### config.mk
export PLATFORM = sky130hd
export DESIGN_NAME = pipe_stage_skid
export DESIGN_NICKNAME = d
export VERILOG_FILES = /design/src/rtl/pipe_stage_skid_pkg.sv /design/src/rtl/pipe_stage_skid_slot.sv /design/src/rtl/pipe_stage_skid.sv
export SDC_FILE = /design/constraint.sdc
export NUM_CORES = 1
export LEC_CHECK = 0
export BUFFER_PORTS_ARGS = -buffer_cell sky130_fd_sc_hd__buf_2
export CORE_MARGIN = 1.5
export CORE_UTILIZATION = 40
export DETAILED_ROUTE_END_ITERATION = 7
export HOLD_SLACK_MARGIN = 0.02
export PLACE_DENSITY = 0.64
export SYNTH_ARGS = -nofsm -noshare
export SYNTH_HDL_FRONTEND = slang
export SYNTH_HIERARCHICAL = 1
export SYNTH_SLANG_ARGS = --single-unit
### constraint.sdc
create_clock -name clk -period 2.4 [get_ports clk]
set_input_delay 0.36 -clock clk [delete_from_list [all_inputs] [get_ports clk]]
set_output_delay 0.36 -clock clk [all_outputs]
set_load 0.01 [all_outputs]
### src/rtl/pipe_stage_skid_pkg.sv
// Shared definitions for the skid-buffered pipeline stage: occupancy states
// and default field widths.
package pipe_pkg;
  localparam int CTRL_W_DEF = 16;
  localparam int DATA_W_DEF = 160;
  localparam int CNT_W_DEF  = 16;

  typedef enum logic [1:0] {
    EMPTY = 2'd0,
    ONE   = 2'd1,
    FULL  = 2'd2
  } state_e;
endpackage

### src/rtl/pipe_stage_skid_slot.sv
// One beat holding register. Clear drops valid and zeroes ctrl but keeps data;
// clear wins over load so a flush always empties the slot.
module pipe_slot #(
  parameter int CTRL_W = 16,
  parameter int DATA_W = 160
) (
  input  logic              clk,
  input  logic              rst_n,
  input  logic              load,
  input  logic              clear,
  input  logic [CTRL_W-1:0] d_ctrl,
  input  logic [DATA_W-1:0] d_data,
  output logic              q_vld,
  output logic [CTRL_W-1:0] q_ctrl,
  output logic [DATA_W-1:0] q_data
);
  logic              vld_d, vld_q;
  logic [CTRL_W-1:0] ctrl_d, ctrl_q;
  logic [DATA_W-1:0] data_d, data_q;

  always_comb begin
    vld_d  = vld_q;
    ctrl_d = ctrl_q;
    data_d = data_q;
    if (clear) begin
      vld_d  = 1'b0;
      ctrl_d = '0;
    end else if (load) begin
      vld_d  = 1'b1;
      ctrl_d = d_ctrl;
      data_d = d_data;
    end
  end

  always_ff @(posedge clk or negedge rst_n) begin
    if (!rst_n) begin
      vld_q  <= 1'b0;
      ctrl_q <= '0;
      data_q <= '0;
    end else begin
      vld_q  <= vld_d;
      ctrl_q <= ctrl_d;
      data_q <= data_d;
    end
  end

  assign q_vld  = vld_q;
  assign q_ctrl = ctrl_q;
  assign q_data = data_q;
endmodule

### src/rtl/pipe_stage_skid.sv
// Two-slot skid pipeline stage: main slot drives the outputs, skid slot absorbs
// the beat accepted while downstream stalls, so in_ready is purely registered.
module pipe_stage_skid
  import pipe_pkg::*;
#(
  parameter int CTRL_W = CTRL_W_DEF,
  parameter int DATA_W = DATA_W_DEF,
  parameter int CNT_W  = CNT_W_DEF
) (
  input  logic              clk,
  input  logic              rst_n,
  input  logic              in_valid,
  output logic              in_ready,
  input  logic [CTRL_W-1:0] in_ctrl,
  input  logic [DATA_W-1:0] in_data,
  input  logic              flush,
  output logic              out_valid,
  input  logic              out_ready,
  output logic [CTRL_W-1:0] out_ctrl,
  output logic [DATA_W-1:0] out_data,
  output logic [CNT_W-1:0]  bubble_cnt
);
  logic              main_vld, skid_vld;
  logic [CTRL_W-1:0] main_ctrl, skid_ctrl, main_src_ctrl;
  logic [DATA_W-1:0] main_data, skid_data, main_src_data;
  logic              main_ld, main_clr, skid_ld, skid_clr;
  logic              accept, xfer;
  state_e            state;
  logic [CNT_W-1:0]  cnt_d, cnt_q;

  // Occupancy is fully encoded by the two slot valid bits.
  always_comb begin
    state = EMPTY;
    if (skid_vld)      state = FULL;
    else if (main_vld) state = ONE;
  end

  assign in_ready  = ~skid_vld;
  assign out_valid = main_vld;
  assign out_ctrl  = main_ctrl;
  assign out_data  = main_data;
  assign accept    = in_valid & in_ready;
  assign xfer      = out_valid & out_ready;

  assign main_src_ctrl = (state == FULL) ? skid_ctrl : in_ctrl;
  assign main_src_data = (state == FULL) ? skid_data : in_data;

  always_comb begin
    main_ld  = 1'b0;
    main_clr = 1'b0;
    skid_ld  = 1'b0;
    skid_clr = 1'b0;
    if (flush) begin
      main_clr = 1'b1;
      skid_clr = 1'b1;
    end else begin
      unique case (state)
        EMPTY: main_ld = accept;
        ONE: begin
          if (xfer) begin
            main_ld  = accept;
            main_clr = ~accept;
          end else begin
            skid_ld = accept;
          end
        end
        FULL: begin
          main_ld  = xfer;
          skid_clr = xfer;
        end
        default: ;
      endcase
    end
  end

  pipe_slot #(.CTRL_W(CTRL_W), .DATA_W(DATA_W)) u_main (
    .clk    (clk),
    .rst_n  (rst_n),
    .load   (main_ld),
    .clear  (main_clr),
    .d_ctrl (main_src_ctrl),
    .d_data (main_src_data),
    .q_vld  (main_vld),
    .q_ctrl (main_ctrl),
    .q_data (main_data)
  );

  pipe_slot #(.CTRL_W(CTRL_W), .DATA_W(DATA_W)) u_skid (
    .clk    (clk),
    .rst_n  (rst_n),
    .load   (skid_ld),
    .clear  (skid_clr),
    .d_ctrl (in_ctrl),
    .d_data (in_data),
    .q_vld  (skid_vld),
    .q_ctrl (skid_ctrl),
    .q_data (skid_data)
  );

  // Saturating bubble counter: downstream ready but nothing to give it.
  always_comb begin
    cnt_d = cnt_q;
    if (!out_valid && out_ready && (cnt_q != '1)) cnt_d = cnt_q + 1'b1;
  end

  always_ff @(posedge clk or negedge rst_n) begin
    if (!rst_n) cnt_q <= '0;
    else        cnt_q <= cnt_d;
  end

  assign bubble_cnt = cnt_q;
endmodule

## Yosys cells after proc, flatten, opt, wreduce, memory -nomap -nowiden

Cells that the tools add are included.

| operators by class | value |
|---|---|
| bitwise gates (word level) | 6 |
| equality and inequality tests | 3 |
| reduce and logical (&&, ||, !) cells | 8 |
| add/subtract/negate cells | 1 |
| muxes and demuxes | 23 |

Operator list:

| operator | count |
|---|---|
| two-way mux 160 bit | 1 |
| two-way mux 16 bit | 5 |
| adder 16 x 1 -> 16 bit (second input constant) | 1 |
| inequality test 16 bit (second input constant) | 1 |
| two-way mux 1 bit | 15 |
| inverter 1 bit | 4 |
| AND reduction 2 bit | 2 |
| nonzero test 2 bit | 2 |
| one-hot mux 1 bit (3 select lines) | 1 |
| bitwise AND 1 bit | 2 |
| == test 2 x 1 -> 1 bit (second input constant) | 1 |
| == test 2 bit (second input constant) | 1 |
| logical AND 1 bit | 2 |
| logical NOT 2 bit | 1 |
| two-way mux 2 bit | 1 |
| logical NOT 1 bit | 1 |

| word-level totals | value |
|---|---|
| bits in registers | 370 |
| bits of input ports | 181 |
| output and inout bits | 194 |
| logic and storage cells | 48 |

## Longest topological paths before layout

| logic depth | value |
|---|---|
| depth in word-level cells | 8 |
| depth in mapped cells | 12 |

## Hierarchy

The synthesis kept the hierarchy.

By module, submodules not included:

| module | instances | area each (um^2) | cells an instance |
|---|---|---|---|
| pipe_slot | 2 | 7079.3 | 394 |
| pipe_stage_skid | 1 | 2926.6 | 277 |

## Worst setup path after synthesis

Ideal clock, no wire load.

| path | value |
|---|---|
| path kind | register -> register |
| start point | reg u_skid.vld_q, in the netlist u_skid/q_vld |
| end point | reg u_main.data_q[100], in the netlist u_main/q_data[100] |
| stages on the path, launching flop included | 11 |
| required time | 2.275 ns |
| library setup time | 0.125 ns |
| setup slack | 0.018 ns |
| arrival | 2.257 ns |
| buffers on the path | 6 |
| period minus slack after synthesis | 2.382 ns |
| path through | dfrtp_1 clkbuf_1 clkbuf_1 nor2_1 nor3_1 buf_6 nor2b_4 buf_6 buf_8 buf_8 mux2_4 |

| on the way | value |
|---|---|
| elaborated cells between the ends (all ways) | 16 |
| those cells by class | 2 x eq/ne; 8 x mux; 4 x bitwise; 2 x reduce/logical |

RTL lines:

| element | RTL line | source |
|---|---|---|
| start: declaration | pipe_stage_skid_slot.sv:17 | `logic vld_d, vld_q;` |
| start signal: assignment | pipe_stage_skid_slot.sv:41 | `vld_q <= vld_d;` |
| inverter 1 bit | pipe_stage_skid.sv:38 | `assign in_ready = ~skid_vld;` |
| bitwise AND 1 bit | pipe_stage_skid.sv:42 | `assign accept = in_valid & in_ready;` |
| two-way mux 1 bit | pipe_stage_skid.sv:60 | `if (xfer) begin` |
| one-hot mux 1 bit (3 select lines) (*) | pipe_stage_skid.sv:57 | `unique case (state)` |
| two-way mux 1 bit (*) | pipe_stage_skid.sv:53 | `if (flush) begin` |
| named net main_ld | pipe_stage_skid.sv:26 | `logic main_ld, main_clr, skid_ld, skid_clr;` |
| AND reduction 2 bit (no line) (*) | n/a |  |
| end signal: assignment | pipe_stage_skid_slot.sv:43 | `data_q <= data_d;` |
| end: declaration | pipe_stage_skid_slot.sv:19 | `logic [DATA_W-1:0] data_d, data_q;` |

Mark *: on every way through the listed nets, which the timed path passes. The rest lies on a longest branch.
A chain may end at the register's enable or synchronous reset.

## Worst setup path after layout

| path | value |
|---|---|
| start point | reg u_skid.vld_q, in the netlist u_skid/q_vld |
| end point | reg u_main.data_q[156], in the netlist u_main/q_data[156] |

The elaborated chain is that of the path after synthesis.

==> qor.txt <==
Status: completed
Detailed-route DRC error count: 0
Post-DRT Antenna Nets: 0
Synth unique cells: 32
P_leak: 10.07 nW
Syn avg cell area: 16.04 um^2
Total CTS buffers: 42
Place WS: 0.3165 ns
Yosys top cell by area: dfrtp_1
Post-Syn Instances: 1,065
Reg power frac: 45.0%
Period Utilization, post-route: 88.03%
Seq/Total Area, Yosys: 54.19%
Post-route cell area: 21,390 um^2
Crit path largest cell delay: 0.52 ns
Crit end category: flip-flop
Die Ht: 209.7 um
Total global-route track usage: 17.61%
Clk pwr share: 33.9%
First-pass GRT wire length: 61,650 um
Setup ws final: 0.2873 ns
Die ar.: 43,960 um^2
Core region area: 42,040 um^2
Hold slack final: 0.05851 ns
Final-report hold violation count: 0
Clock sink count: 370
Worst-path clk slew: 0.06 ns
Post-Syn Area: 17,090 um^2
Pin count of the biggest net entering global routing: 101
WP buf/inv: 2
Peak Freq: 0.4733 GHz
GR Overflow Total: 0
RSZ-0062 raised after global routing: no
Htree depth: 2
Worst Setup Start Kind: flip-flop
DR iter-0 viols: 445
Placement Rows: 75
Critical-path top delay cell: dfrtp_4
Clk buf depth: 3
Area after DPL: 19,670 um^2
Layout area overhead: 25.18%
Area share of the largest cell type after synthesis: 54.19%
Max Clock Skew: 0.01860 ns
Clock Tree Root: clkbuf_16
Setup violators final: 0
Hold Crit Class: input pin to flip-flop
Arrival time worst endpoint: 2.53 ns
YS warnings: 6
Router iterations before antenna repair: 4
Share of layout cells above drive strength 1: 64.26%
Combinational fraction of design power: 21.1%
MaxCap Viol Count: 0
Switch share: 26.24%
Cell internal pwr: 13.61 mW
Worst vdd ir: 630.8 uV
FF+latch count, synth: 370
Critical path required time: 2.82 ns
RD Place Congestion: 0.7659
Setup CP Type: flip-flop to flip-flop
Worst-skew pair later-pin latency: 0.55 ns
Slew Limit Fails: 0
Synth area leaders: dfrtp_1 (54%), mux2_2 (20%), mux2_4 (18%)
Buffers on Ports: 374
Slew @ Worst Pin: 0.6788 ns
Util after Layout: 50.87%
Nets: 1,680
Crit-path cells: nor2_1 > a21oi_1 > nor3_2 > nor2b_4 > buf_12 > buf_4 > mux2_4
Crit path max fanout: 32
Detailed-route wire length: 38,890 um
Switching pwr: 4.840 mW
Vias in the first global route: 10,951
Initial core utilization: 40.64%
Avg WL per Cell: 18.81 um
I/O pins: 375
Slew headroom: 54.75%
Minimum clock period: 2.113 ns
Routed vias: 10,172
CP top delay family: simple AND/OR/NAND/NOR gates
Die width: 209.7 um
CTS tree: yes
Detailed Place HPWL: 26,280 um
Pwr/cell area: 862.4 nW/um^2
Via density: 4.921
Syn_nets: 1,247
Antenna violations before repair: 9
TNS Setup: 0 ns
[synthesized netlist by cell type]
cell type / n
nand3b_1: 1
nand4_2: 1
o41a_1: 1
nand2b_1: 2
nand3_1: 7
nor2b_1: 1
dfrtp_1: 370
xor2_1: 2
inv_1: 2
mux2_2: 297
and3_1: 2
nor3_1: 1
mux2_4: 201
buf_8: 22
buf_2: 26
a31o_2: 2
ha_1: 1
clkbuf_1: 12
or3_1: 1
nand4_1: 4
mux2i_1: 32
buf_6: 5
a21oi_1: 1
nor2b_4: 2
o21a_1: 1
a2111o_1: 1
and4_1: 3
nor4_4: 1
xnor2_1: 11
nand2_1: 8
nor4_1: 1
nor2_1: 43
[registers in the layout (all words and copies together), names as in the netlist]
| signal | cells |
|---|---|
| bubble_cnt | 16 |
| u_main/q_ctrl | 16 |
| u_main/q_data | 160 |
| u_main/q_vld | 1 |
| u_skid/q_ctrl | 16 |
| u_skid/q_data | 160 |
| u_skid/q_vld | 1 |
[stage by stage]
step / total power, mW / std cells
global route: 19.33 / 2066
CTS: 18.72 / 2064
finish: 18.44 / 2067
floorplan: 10.61 / 1065
global placement: 12.15 / 1955
detailed placement: 12.26 / 1955
[power groups by stage]
stage	Combinational [mW]	Sequential [mW]	Clock, mW
2_1_floorplan	2.00	8.61	0
3_3_place_gp	3.80	8.35	0
3_5_place_dp	3.88	8.38	0
4_1_cts	3.94	8.31	6.46
5_1_grt	4.20	8.47	6.66
6_report	3.90	8.30	6.25
[worst register-to-register path, cell delays in order, from the launching register on]
cell     delay, ns
dfrtp_4       0.52
nor2_1        0.13
a21oi_1       0.06
nor3_2        0.16
nor2b_4       0.24
buf_12        0.27
buf_4         0.27
mux2_4        0.31
[logic make-up after synthesis]
| group | count (synthesis) | share of synthesized area (%) |
|---|---|---|
| mux | 530 | 39.11 |
| compound gates | 6 | 0.3076 |
| xor+xnor | 13 | 0.6664 |
| simple gates | 78 | 2.314 |
| buf+inv | 67 | 3.332 |
| flops | 370 | 54.19 |
| fa+ha+maj | 1 | 0.07322 |
[what timing repair did]
item                                    4_1_cts  5_1_grt
hold endpoints to repair                     89        0
setup buffers                                 0        0
gates resized for setup                       0        0
endpoints found under the setup margin        0        0
hold buffers                                 38        0
[placed cells by master, fill, tap and decap left out, drive strengths merged]
cell type,n
a2111o,1
a21oi,1
a31o,2
and3,2
and4,3
buf,416
bufinv,2
clkbuf,64
clkinv,2
clkinvlp,2
dfrtp,370
diode,3
dlygate4sd3,38
ha,1
inv,3
mux2,498
mux2i,32
nand2,8
nand2b,2
nand3,7
nand3b,1
nand4,5
nor2,43
nor2b,3
nor3,1
nor4,2
o21a,1
o41a,1
or3,1
xnor2,11
xor2,2
[per-layer routing]
metal	track usage [%]	part of all wire, %	up-vias
met5	0	0.19	-
met4	5.607	2.0	14
met2	27.46	46	312
li1	-	-	4678
met3	5.611	7.4	72
met1	23.32	45	5096
[area by class of cell]
type | count | area [um^2]
sequential | 370 | 9263
antenna | 3 | 7.507
multi-input combinational | 628 | 7262
fill | 3618 | 20650
clock buffer | 64 | 1235
tap | 539 | 674.4
clock inverter | 7 | 97.59
inverter | 2 | 7.507
timing repair buffer | 454 | 2840
[final timing paths]
| kind | from | endpoint | slack, ns | cells past startpoint |
|---|---|---|---|---|
| worst min register to register | bubble_cnt[6] | bubble_cnt[6] | 0.50 | 1 |
| max in group asynchronous | rst_n | u_skid/q_data[14] | 1.18 | 3 |
| worst max-delay path | u_skid/q_vld | u_main/q_data[156] | 0.29 | 7 |
| worst min-delay path | in_data[24] | u_skid/q_data[24] | 0.06 | 2 |
| worst max register to register | u_skid/q_vld | u_main/q_data[156] | 0.29 | 7 |
| min in group asynchronous | rst_n | u_skid/q_ctrl[2] | 0.41 | 2 |
No activity file was read; power rests on OpenSTA's default activity.
